==> src/rtl/fib_seq_gen.sv <==
// Fibonacci term generator: emits successive terms on f_out, either one per
// f_en rising edge or periodically from a prescaler, stopping before overflow.
module fib_seq_gen #(
   parameter int unsigned WIDTH    = 16,
   parameter int unsigned TICK_DIV = 5000000,
   parameter int unsigned IDX_W    = 8
) (
   input  logic             clk,
   input  logic             rst,
   input  logic             f_en,
   input  logic             mode,
   input  logic             clr,
   output logic             f_valid,
   output logic [WIDTH-1:0] f_out,
   output logic [IDX_W-1:0] f_index,
   output logic             f_done
);

   localparam int unsigned      PW       = $clog2(TICK_DIV);
   localparam logic [PW-1:0]    PRE_LAST = PW'(TICK_DIV - 1);

   typedef enum logic [1:0] {S_IDLE, S_RUN, S_DONE} state_t;

   state_t           r_state, w_state_nxt;
   logic             r_f_en_q;
   logic [PW-1:0]    r_pre;
   logic [WIDTH-1:0] r_a, r_b;
   logic             r_a_bad, r_b_bad;

   logic             w_rise, w_tick, w_produce, w_emit;
   logic [WIDTH:0]   w_sum;

   assign w_rise    = f_en & ~r_f_en_q;
   assign w_tick    = mode & f_en & (r_pre == PRE_LAST);
   assign w_produce = (mode ? w_tick : w_rise) & ~clr & (r_state != S_DONE);
   // A produce event on an unrepresentable term only retires the sequence.
   assign w_emit    = w_produce & ~r_a_bad;
   assign w_sum     = {1'b0, r_a} + {1'b0, r_b};
   assign f_done    = (r_state == S_DONE);

   always_comb begin
      w_state_nxt = r_state;
      if (clr)
         w_state_nxt = S_IDLE;
      else if (w_produce)
         w_state_nxt = r_a_bad ? S_DONE : S_RUN;
   end

   always_ff @(posedge clk or posedge rst) begin
      if (rst)
         r_state <= S_IDLE;
      else
         r_state <= w_state_nxt;
   end

   always_ff @(posedge clk or posedge rst) begin
      if (rst) begin
         r_f_en_q <= 1'b0;
         r_pre    <= '0;
      end else begin
         r_f_en_q <= f_en;
         if (!f_en || !mode || clr || r_state == S_DONE || r_pre == PRE_LAST)
            r_pre <= '0;
         else
            r_pre <= r_pre + PW'(1);
      end
   end

   always_ff @(posedge clk or posedge rst) begin
      if (rst) begin
         f_valid <= 1'b0;
         f_out   <= '0;
         f_index <= '0;
         r_a     <= '0;
         r_b     <= WIDTH'(1);
         r_a_bad <= 1'b0;
         r_b_bad <= 1'b0;
      end else begin
         f_valid <= w_emit;
         if (clr) begin
            f_out   <= '0;
            f_index <= '0;
            r_a     <= '0;
            r_b     <= WIDTH'(1);
            r_a_bad <= 1'b0;
            r_b_bad <= 1'b0;
         end else if (w_emit) begin
            f_out   <= r_a;
            f_index <= f_index + IDX_W'(1);
            r_a     <= r_b;
            r_a_bad <= r_b_bad;
            r_b     <= w_sum[WIDTH-1:0];
            r_b_bad <= r_b_bad | w_sum[WIDTH];
         end
      end
   end

endmodule

==> config.mk <==
export PLATFORM = sky130hd
export DESIGN_NAME = fib_seq_gen
export DESIGN_NICKNAME = d
export VERILOG_FILES = /design/src/rtl/fib_seq_gen.sv
export SDC_FILE = /design/constraint.sdc
export NUM_CORES = 1
export LEC_CHECK = 0
export CAP_MARGIN = 25
export CORE_ASPECT_RATIO = 1.1
export CORE_MARGIN = 2
export CORE_UTILIZATION = 57
export CTS_CLUSTER_SIZE = 14
export DETAILED_ROUTE_END_ITERATION = 10
export PLACE_DENSITY = 0.78
export SKIP_LAST_GASP = 1
export SYNTH_ARGS = -nofsm -noshare
export SYNTH_HDL_FRONTEND = slang
export SYNTH_SLANG_ARGS = --single-unit
==> constraint.sdc <==
create_clock -name clk -period 2.8 [get_ports clk]
set_input_delay 0.28 -clock clk [delete_from_list [all_inputs] [get_ports clk]]
set_output_delay 0.28 -clock clk [all_outputs]
set_load 0.05 [all_outputs]
# == Yosys cells after proc, flatten, opt, wreduce, memory -nomap -nowiden ==
# Index checks and enable logic that the tools add are counted.
# classes
order_cmp,0
reduce_logical,8
shifts,0
add_sub_neg,3
eq_ne,3
n_bitwise,10
n_div,0
mux,17
n_mul,0
# op_table
op,count
$mux W16,6
$add A23 B1 Y23 const B,1
$eq A23 B23 Y1 const B,1
$mux W23,1
$add A16 B16 Y17,1
$mux W8,2
$add A8 B1 Y8 const B,1
$and A1 B1 Y1,6
$mux W2,3
$mux W1,5
$logic_or A1 B1 Y1,4
$reduce_bool A2 Y1,2
$not A1 Y1,3
$eq A2 B2 Y1 const B,1
$logic_not A1 Y1,2
$ne A2 B2 Y1 const B,1
$or A1 B1 Y1,1
# totals
word_cells,51
ramBits,0
output_inout_bits,26
in_bits,5
register_bits,85
latch_bits,0
mem_bits_ro,0
n_memories,0

# == Depth between registers and ports, before layout ==
# Gate-level depths: netlist of run 1.
# depth
depth_word,8
depth_mapped,11
mapped_depth_nobuf,9

# == Worst setup path before layout of run 1 ==
# Ideal clock, no wire load.
# synth_path
kind,register -> register
from,reg r_state[0]
to,reg r_b[3]
path_buffers,1
synth_period_minus_slack_ns,2.357
t_arrival_ns,2.274
t_required_ns,2.717
setup_time_ns,0.083
path_slack_ns,0.443
path_stages_with_launch,9
cell_sequence,dfrtp_1 -> nor2b_1 -> or4b_4 -> nor2b_4 -> nand2b_4 -> clkinv_4 -> buf_2 -> or3b_2 -> o21ai_0
# synth_via
elab_chain_len,4
# synth_lines
item,line,text
from (decl),24,"state_t r_state, w_state_nxt;"
from (signal assigned),53,r_state <= w_state_nxt;
$ne A2 B2 Y1,35,assign w_produce = (mode ? w_tick : w_rise) & ~clr & (r_state != S_DONE);
$and A1 B1 Y1,35,
$and A1 B1 Y1,37,assign w_emit = w_produce & ~r_a_bad;
$reduce_bool A2 Y1 (no line),--,
to (signal assigned),92,r_b <= w_sum[WIDTH-1:0];
to (decl),27,"logic [WIDTH-1:0] r_a, r_b;"
# No other way between the ends.
# A chain may end at the register's enable or synchronous reset.

# == Worst setup path in the final report of run 1 ==
# layout_path
from,reg r_b[0]
to,reg r_b[14]
# layout_via
elab_chain_len,3
# layout_lines
item,line,text
$add A16 B16 Y17,38,"assign w_sum = {1'b0, r_a} + {1'b0, r_b};"
$mux W16,87,end else if (w_emit) begin
$mux W16,80,if (clr) begin
# No other way between the ends. The select of a mux whose other input is x is not followed.

==> run_results.csv, run 1 <==
group,metric,value,unit
status,outcome,"completed",
critical_path,worst_r2r_endpoint,"r_b[14]",
layout,antenna_cells,0,
pwr,swShare,22.48,%
die,row_count,34,
route,post-route-drc-count,0,
clock_network,cts.root.buffer_cell,"clkbuf_8",
critical_path,slowest_stage,"dfstp_2",
grt,grt_usage,20.99,%
clock_network,cts-resized-gates,0,
timing,relSlewSlack,56.53,%
layout,fillers,634,
logic_synthesis,yosysSeqAreaShare,47.28,%
clock_network,cts_tree,"built",
die,die_x,88.74,um
timing,post-route-min-period,2.607,ns
pwr,power.internal,1.802,mW
flow_run,max_cap_violations,0,
logic_synthesis,synth_ff_type,"dfrtp_1",
timing,rsz0062_at_grt,"false",
logic_synthesis,syn_area,0.004502,mm2
pwr,power_frac_seq,53.4,%
clock_network,holdBufCountCts,0,
grt,grt_antenna_before_repair,0,
logic_synthesis,synth-xor-area-share,7.004,%
critical_path,reg2reg_slack,0.19,ns
layout,final_util,65.38,%
logic_synthesis,yosysTopAreaCell,"dfrtp_1",
pwr,clkPwrFrac,41.6,%
grt,grt_pass1_vias,3265,
layout,stdcell_count,599,
grt,grt_max_degree,62,
timing,post-route-period-util,93.10,%
critical_path,r2r-start,"r_b[0]",
route,dr.pass1.iters,4,
logic_synthesis,ys_top_cells_by_area,"dfrtp_1, o21ai_0, xor2_1",
clock_network,insertion_delay,0.35,ns
critical_path,path_delay_family,"compound AO/OA/AOI/OAI gates",
die,dieArea,0.008625,mm2
clock_network,numClockSinks,85,
pwr,combPwrFrac,5.0,%
layout,syn_to_final_growth,13.06,%
logic_synthesis,synth_top_family_by_area,"simple AND/OR/NAND/NOR gates",
logic_synthesis,yosysWarnings,0,
critical_path,cp.depth,9,
die,core,0.007785,mm2
critical_path,crit_path_end,"r_b[14]",
layout,fin_nets,510,
layout,final_common_cell,"dfrtp_1",
logic_synthesis,synth-seq-cells,85,
critical_path,worst-path-max-fanout,3,
route,wl,8406,um
layout,drive_gt1_share,9.776,%
place,dp_hpwl,5653,um
pwr,power.switching,0.5224,mW
timing,setup_viol,0,
logic_synthesis,ys_async_sr_fraction,100.0,%
place,numPortBuffers,30,
logic_synthesis,synth.top_cell.area_share,46.69,%
timing,final_hold_viol_count,0,
critical_path,worstPathCellList,"ha_1 -> inv_1 -> fa_1 -> nand2b_1 -> a21oi_1 -> o21ai_0 -> o31a_1 -> xor2_1 -> o21ai_0",
grt,overflow,0,
logic_synthesis,synthDistinctLibCells,56,
place,finalWeightedCongestion,0.8239,
critical_path,arrival,2.88,ns
clock_network,h-tree-depth,3,
logic_synthesis,synth_compound_area_share,12.20,%
timing,finClkSkew,0.009757,ns
die,die_h,97.21,um
layout,final_cell_mix,"dfrtp_1, o21ai_0, nand2_1",
die,io_pins,31,
route,ant_nets,0,
pwr,power_density,456.6,mW/mm2
clock_network,cts.reportedPaths.clkPinSlew,0.08,ns
critical_path,cp_common_cell,"o21ai_0",
clock_network,cts_max_path_buffers,2,
route,num_vias,3316,
logic_synthesis,synth_simple_gate_area_share,23.15,%
critical_path,critPathCaptureType,"register",
critical_path,worstSetupStartpoint,"r_b[0]",
pwr,p_leak,2.202,nW
pwr,peakVddDrop,0.2087,mV
clock_network,cts_made_buffers,9,
critical_path,required,3.07,ns
critical_path,start_kind,"register",
route,viasPerCell,5.536,
logic_synthesis,muxShareOfSynthArea,0.8060,%
logic_synthesis,synthAdderAreaFrac,5.447,%
logic_synthesis,synth-edff-count,0,
timing,fmax,383.6,MHz
grt,grt_pass1_wl,14550,um
die,start_util,57.83,%
logic_synthesis,synth_fp_nets,482,
timing,final.setup.tns,0,ns
route,drt-initial-drc-count,247,
critical_path,r2r_cells,9,
logic_synthesis,syn_inst,458,
min_path,hp-class,"primary input to async pin",
critical_path,critical_path_class,"register to register",
critical_path,path_buf_inv,1,
place,place_inst,583,
route,wl_per_cell,14.03,um
timing,slew_viol_final,0,
timing,worst_pin_slew,0.6513,ns
logic_synthesis,synth_area_per_cell,9.829,um2
critical_path,critPathMaxStageDelay,0.55,ns
clock_network,post_cts_buffers,0,
==> kinds of logic after synthesis <==
| kind of cell | Yosys count |
|---|---|
| AO/OA/AOI/OAI | 96 |
| XOR/XNOR | 36 |
| adder cells (fa/ha/maj) | 19 |
| buffers and inverters | 31 |
| flip-flops | 85 |
| multiplexers | 3 |
| AND/OR/NAND/NOR | 188 |
==> cell usage after synthesis (2+ instances only) <==
master,n
xnor2_1,8
nand4_1,6
xor2_1,28
nor2b_1,5
o22ai_1,2
o21a_1,4
a21boi_0,2
or3b_2,13
or3_1,2
and4_1,5
buf_2,4
o211ai_1,3
dfrtp_1,84
nand4b_1,2
clkbuf_1,7
and2_1,2
clkbuf_2,2
nand3_1,11
o21ai_0,54
and3_1,8
ha_1,18
buf_6,6
nand2b_1,37
a21o_1,2
nor3b_1,3
nor2_1,33
inv_1,10
o31ai_1,3
o21ai_1,2
a21oi_1,15
nand2_1,52
==> power by group through the flow <==
stage / combinational [mW] / sequential, mW / clock [mW]
after floorplan: 0.0797 / 1.27 / 0
after global placement: 0.116 / 1.27 / 0
after detailed placement: 0.118 / 1.27 / 0
after CTS: 0.119 / 1.24 / 0.989
after global routing: 0.130 / 1.24 / 1.05
final: 0.115 / 1.24 / 0.967
==> registers in the layout, indices dropped and copies added, names as in the netlist <==
register and count:
r_pre 23, f_out 16, r_a 16, r_b 16
f_index 8, r_state 2, f_valid 1, r_a_bad 1
r_b_bad 1, r_f_en_q 1
==> stage by stage <==
| stage | power, mW | setup slack (ns) | hold WS [ns] | cell area (um2) |
|---|---|---|---|---|
| finish | 2.324 | 0.1933 | 0.3174 | 5090 |
| global route | 2.422 | 0.08133 | 0.3634 | 5090 |
| CTS | 2.350 | 0.2106 | 0.3354 | 5090 |
| detailed placement | 1.384 | 0.2365 | 0.4777 | 4865 |
| global placement | 1.382 | 0.3079 | 0.4758 | 4865 |
| floorplan | 1.354 | 0.3282 | 0.3114 | 4502 |
==> cell type report <==
class	count	area, um2	share of cell area (%)
clock buffers	11	141.4	2.778
flip-flops and latches	85	2128	41.81
well taps	108	135.1	2.655
repair buffers	37	365.4	7.178
multi-input cells	342	2188	42.99
clock inverters	5	83.83	1.647
inverters	11	47.55	0.9341
==> worst min-delay path by stage <==
stage | startpoint | to
floorplan | f_en | r_f_en_q
global placement | r_state[1] | r_state[1]
detailed placement | r_state[1] | r_state[1]
CTS | rst | r_pre[5]
global route | rst | r_pre[1]
finish | rst | r_pre[5]
==> per-layer routing <==
layer  global-route usage (%)  wire length, um
met5                        0                0
met4                    8.275              191
met3                    3.653              193
met2                    35.25             4172
met1                    26.45             3849
Note: power is estimated with default switching activity, not from simulation.
==> run 2, diff against run 1 <==
--- a/config.mk
+++ b/config.mk
@@ -13,6 +13,7 @@
 export DETAILED_ROUTE_END_ITERATION = 10
 export PLACE_DENSITY = 0.78
 export SKIP_LAST_GASP = 1
+export SLEW_MARGIN = 25
 export SYNTH_ARGS = -nofsm -noshare
 export SYNTH_HDL_FRONTEND = slang
 export SYNTH_SLANG_ARGS = --single-unit
==> constraint.sdc (replaced) <==
create_clock -name clk -period 2.8 [get_ports clk]
set_input_delay 0.56 -clock clk [delete_from_list [all_inputs] [get_ports clk]]
set_output_delay 0.56 -clock clk [all_outputs]
set_load 0.05 [all_outputs]
==> run 2 against run 1 <==
Against the previous run:
- cell count grew 0.33%
- critical path type unchanged
- clock skew is essentially flat
- first-iteration DRC count shrank 52%
- sequential share of layout area grew 0.30 points
- largest power group unchanged
- setup slack gained 0.099 ns
==> run_results.csv, run 2 (synthesized netlist as in run 1, its figures left out) <==
group,metric,value,unit
timing,post-route-period-util,89.57,%
layout,fillers,647,
layout,regMostFlops,"r_pre",
die,io_pins,31,
clock_network,cts-resized-gates,0,
critical_path,path_buf_inv,1,
grt,grt_max_degree,61,
clock_network,cts.root.buffer_cell,"clkbuf_8",
timing,fmax,398.7,MHz
layout,antenna_cells,0,
critical_path,worst-path-max-fanout,3,
min_path,hp-class,"register to register",
layout,final_util,64.91,%
pwr,combPwrFrac,5.5,%
die,core,0.007785,mm2
clock_network,insertion_delay,0.35,ns
timing,post-route-min-period,2.508,ns
grt,overflow,0,
layout,syn_to_final_growth,12.26,%
clock_network,h-tree-depth,3,
route,wl,8207,um
pwr,p_leak,2.193,nW
route,viasPerCell,5.383,
pwr,power_density,417.2,mW/mm2
critical_path,path_delay_family,"compound AO/OA/AOI/OAI gates",
layout,final_common_cell,"dfrtp_1",
route,post-route-drc-count,0,
die,start_util,57.83,%
grt,grt_antenna_before_repair,0,
critical_path,slowest_stage,"dfstp_2",
layout,stdcell_count,601,
layout,final_cell_mix,"dfrtp_1, o21ai_0, nand2_1",
pwr,peakVddDrop,0.2455,mV
critical_path,critPathMaxStageDelay,0.55,ns
pwr,swShare,23.46,%
place,numPortBuffers,30,
clock_network,cts_made_buffers,9,
timing,slew_viol_final,0,
clock_network,cts_max_path_buffers,2,
route,wl_per_cell,13.66,um
pwr,power.switching,0.4946,mW
critical_path,critical_path_class,"register to register",
critical_path,required,3.06,ns
pwr,clkPwrFrac,35.5,%
timing,finClkSkew,0.01007,ns
timing,rsz0062_at_grt,"false",
clock_network,cts.reportedPaths.clkPinSlew,0.08,ns
route,ant_nets,0,
place,dp_hpwl,5686,um
timing,final.setup.tns,0,ns
critical_path,arrival,2.77,ns
grt,grt_usage,21.06,%
route,dr.pass1.iters,4,
timing,relSlewSlack,65.06,%
place,place_inst,586,
flow_run,max_cap_violations,0,
critical_path,start_kind,"register",
layout,largest_register_ffs,23,
die,row_count,34,
layout,fin_nets,513,
die,dieArea,0.008625,mm2
grt,grt_pass1_wl,14510,um
clock_network,holdBufCountCts,0,
place,place_area,0.004887,mm2
place,finalWeightedCongestion,0.7993,
clock_network,cts_tree,"built",
die,die_x,88.74,um
pwr,power.total,2.109,mW
timing,setup_viol,0,
critical_path,worstPathCellList,"ha_1 -> inv_1 -> fa_1 -> nand2b_1 -> a21oi_1 -> o21ai_0 -> o31a_1 -> xor2_1 -> o21ai_0",
layout,drive_gt1_share,10.14,%
critical_path,cp_common_cell,"o21ai_0",
pwr,power.internal,1.614,mW
pwr,power_frac_seq,58.9,%
timing,final_hold_viol_count,0,
route,num_vias,3235,
layout,design_area,0.005054,mm2
timing,worst_pin_slew,0.5225,ns
status,outcome,"completed",
die,die_h,97.21,um
critical_path,critPathCaptureType,"register",
clock_network,numClockSinks,85,
clock_network,post_cts_buffers,0,
route,drt-initial-drc-count,118,
grt,grt_pass1_vias,3302,
[run 2: worst paths after layout]
kind                       slack [ns]        end  cells past startpoint     from
max                              0.29    r_b[14]                      9   r_b[0]
min                              0.51    r_a[14]                      2  r_b[14]
max reg2reg                      0.29    r_b[14]                      9   r_b[0]
min reg2reg                      0.51    r_a[14]                      2  r_b[14]
max in group asynchronous        1.67  f_out[10]                      3      rst
min in group asynchronous        0.52  r_pre[19]                      2      rst
[run 2: power by group through the flow]
| stage | clock, mW | sequential, mW | combinational (mW) |
|---|---|---|---|
| detailed placement | 0 | 1.27 | 0.121 |
| finish | 0.749 | 1.24 | 0.117 |
| floorplan | 0 | 1.27 | 0.0797 |
| CTS | 0.775 | 1.24 | 0.121 |
| global route | 0.832 | 1.24 | 0.133 |
| global placement | 0 | 1.27 | 0.117 |
[run 2: metrics by stage]
stage | setup slack [ns] | hold slack [ns]
global route | 0.1436 | 0.5365
CTS | 0.2742 | 0.5108
detailed placement | 0.06779 | 0.4964
floorplan | 0.04816 | 0.4564
finish | 0.2921 | 0.5096
global placement | 0.1469 | 0.4840
[run 2: cell type report]
cell class                 instances  area (um2)  area share, %
inverter                          11       47.55         0.9408
multi-input combinational        342        2188          43.30
tap                              108       135.1          2.674
clock inverter                     4       25.02         0.4952
clock buffer                      11       141.4          2.798
timing repair buffer              40       387.9          7.675
sequential                        85        2128          42.11
[run 2: tightest hold or removal path, cell delays in order, from the launching register on]
cell	delay, ns
dfrtp_1	0.38
nand2_1	0.05
o21ai_0	0.06
[run 2: per-layer routing]
layer  track usage, %  part of all wire, %  vias to the layer above
met4            7.343                  1.9                        0
li1                 -                    -                     1622
met1            26.57                   47                     1567
met2            34.79                   49                       34
met3            5.183                  2.6                       12
met5                0                    0                        -
==> run 3, diff against run 2 <==
==> constraint.sdc (replaced) <==
create_clock -name clk -period 2.6 [get_ports clk]
set_input_delay 0.52 -clock clk [delete_from_list [all_inputs] [get_ports clk]]
set_output_delay 0.52 -clock clk [all_outputs]
set_load 0.05 [all_outputs]
==> run 3 against run 2 <==
Against the previous run:
- non-clock buffer count grew 2
- first-iteration DRC count grew 41%
- sequential power grew 8%
- via count grew 2.1%
- design area grew 2.1%
- worst hold slack lost 0.0070 ns
- maximum frequency grew 3.7%
- clock power grew 27%
- largest cell class unchanged
==> run_results.csv, run 3 (synthesized netlist as in run 1, its figures left out) <==
group,metric,value,unit
status,outcome,"completed",
clock_network,post_cts_buffers,0,
critical_path,required,2.88,ns
timing,post-route-period-util,92.99,%
clock_network,numClockSinks,85,
min_path,hold_end,"r_state[1]",
route,dr.pass1.iters,4,
critical_path,start_kind,"register",
clock_network,holdBufCountCts,0,
timing,worst_pin_slew,0.5117,ns
pwr,swShare,24.45,%
grt,grt_util_met2,34.10,%
layout,final_common_cell,"dfrtp_1",
critical_path,critical_path_class,"register to register",
place,finalWeightedCongestion,0.8615,
route,post-route-drc-count,0,
pwr,combPwrFrac,5.6,%
layout,final_cell_mix,"dfrtp_1, o21ai_0, nand2_1",
die,io_pins,31,
pwr,power.switching,0.5921,mW
route,ant_nets,0,
route,wl,8470,um
critical_path,worst-path-max-fanout,3,
clock_network,cts-resized-gates,0,
die,row_count,34,
pwr,p_leak,2.233,nW
die,dieArea,0.008625,mm2
layout,fin_nets,515,
min_path,min_path_cells,1,
die,core,0.007785,mm2
clock_network,h-tree-depth,3,
critical_path,reg2reg_slack,0.18,ns
clock_network,cts.reportedPaths.clkPinSlew,0.09,ns
clock_network,cts_max_path_buffers,2,
critical_path,worst_r2r_endpoint,"r_b[14]",
grt,met1_usage,27.81,%
timing,slew_viol_final,0,
layout,antenna_cells,0,
route,wl_per_cell,14.02,um
clock_network,cts_tree,"built",
grt,top_usage_layer,"met2",
place,dp_hpwl,5734,um
timing,post-route-min-period,2.418,ns
layout,final_util,66.25,%
die,die_x,88.74,um
grt,overflow,0,
critical_path,arrival,2.70,ns
grt,grt_pass1_wl,14570,um
critical_path,r2r-start,"r_b[0]",
layout,drive_gt1_share,11.09,%
route,viasPerCell,5.469,
timing,worst_hold_slack,0.5026,ns
timing,setup_viol,0,
grt,grt_pass1_vias,3256,
clock_network,cts_made_buffers,9,
clock_network,cts.root.buffer_cell,"clkbuf_8",
pwr,power.total,2.421,mW
flow_run,max_cap_violations,0,
pwr,clkPwrFrac,39.2,%
pwr,power.internal,1.829,mW
layout,regMostFlops,"r_pre",
grt,grt_util_met3,4.588,%
die,die_h,97.21,um
layout,syn_to_final_growth,14.56,%
grt,grt_max_degree,86,
timing,relSlewSlack,65.78,%
place,place_inst,588,
timing,final.setup.tns,0,ns
timing,rsz0062_at_grt,"false",
pwr,power_density,469.5,mW/mm2
critical_path,r2r_cells,9,
route,num_vias,3303,
grt,grt_antenna_before_repair,0,
min_path,min-delay-start,"r_state[1]",
min_path,hp-class,"register to register",
pwr,power_frac_seq,55.3,%
clock_network,insertion_delay,0.36,ns
timing,finClkSkew,0.008641,ns
layout,largest_register_ffs,23,
timing,final_hold_viol_count,0,
route,drt-initial-drc-count,166,
layout,stdcell_count,604,
critical_path,critPathCaptureType,"register",
place,numPortBuffers,30,
die,start_util,57.83,%
grt,grt_usage,21.13,%
pwr,peakVddDrop,0.2978,mV
timing,fmax,413.6,MHz
-- run 3: final cells by class --
class / count / area (um2)
flip-flops and latches: 85 / 2128
well taps: 108 / 135.1
clock inverters: 7 / 75.07
repair buffers: 42 / 452.9
fillers: 603 / 2628
multi-input cells: 342 / 2192
inverters: 11 / 50.05
clock buffers: 9 / 123.9
-- run 3: power by group through the flow --
| stage | combinational [mW] | clock (mW) | sequential [mW] |
|---|---|---|---|
| 3_5_place_dp | 0.138 | 0 | 1.36 |
| 4_1_cts | 0.138 | 0.968 | 1.34 |
| 3_3_place_gp | 0.135 | 0 | 1.36 |
| 5_1_grt | 0.150 | 1.03 | 1.34 |
| 6_report | 0.135 | 0.948 | 1.34 |
| 2_1_floorplan | 0.0862 | 0 | 1.37 |
-- run 3: layer usage --
layer / share of wire [%] / up-vias
li1: - / 1638
met1: 46 / 1602
met2: 49 / 49
met3: 2.6 / 14
met4: 2.0 / 0
met5: 0 / -
-- run 3: through the flow --
step / worst slack (ns) / area [um2]
after global placement: 0.08938 / 4955
final: 0.1822 / 5157
after floorplan: 0.2432 / 4506
after global routing: 0.04601 / 5157
after CTS: 0.07979 / 5154
after detailed placement: 0.05313 / 4955
-- run 3: how the worst max path moves through the flow --
stage,from,cells past startpoint,slack (ns),end
6_report,r_b[0],9,0.18,r_b[14]
5_1_grt,r_b[0],9,0.05,r_b[14]
4_1_cts,r_b[0],9,0.08,r_b[14]
3_5_place_dp,mode,9,0.05,r_b[3]
3_3_place_gp,mode,9,0.09,r_b[4]
2_1_floorplan,r_state[0],8,0.24,r_b[3]
-- run 3: critical path: stages, from the launching register on --
cell	delay [ns]
dfstp_2	0.55
ha_1	0.22
inv_1	0.07
fa_1	0.40
nand2b_1	0.19
a21oi_2	0.15
o21ai_1	0.14
o31a_1	0.35
xor2_1	0.14
o21ai_0	0.14
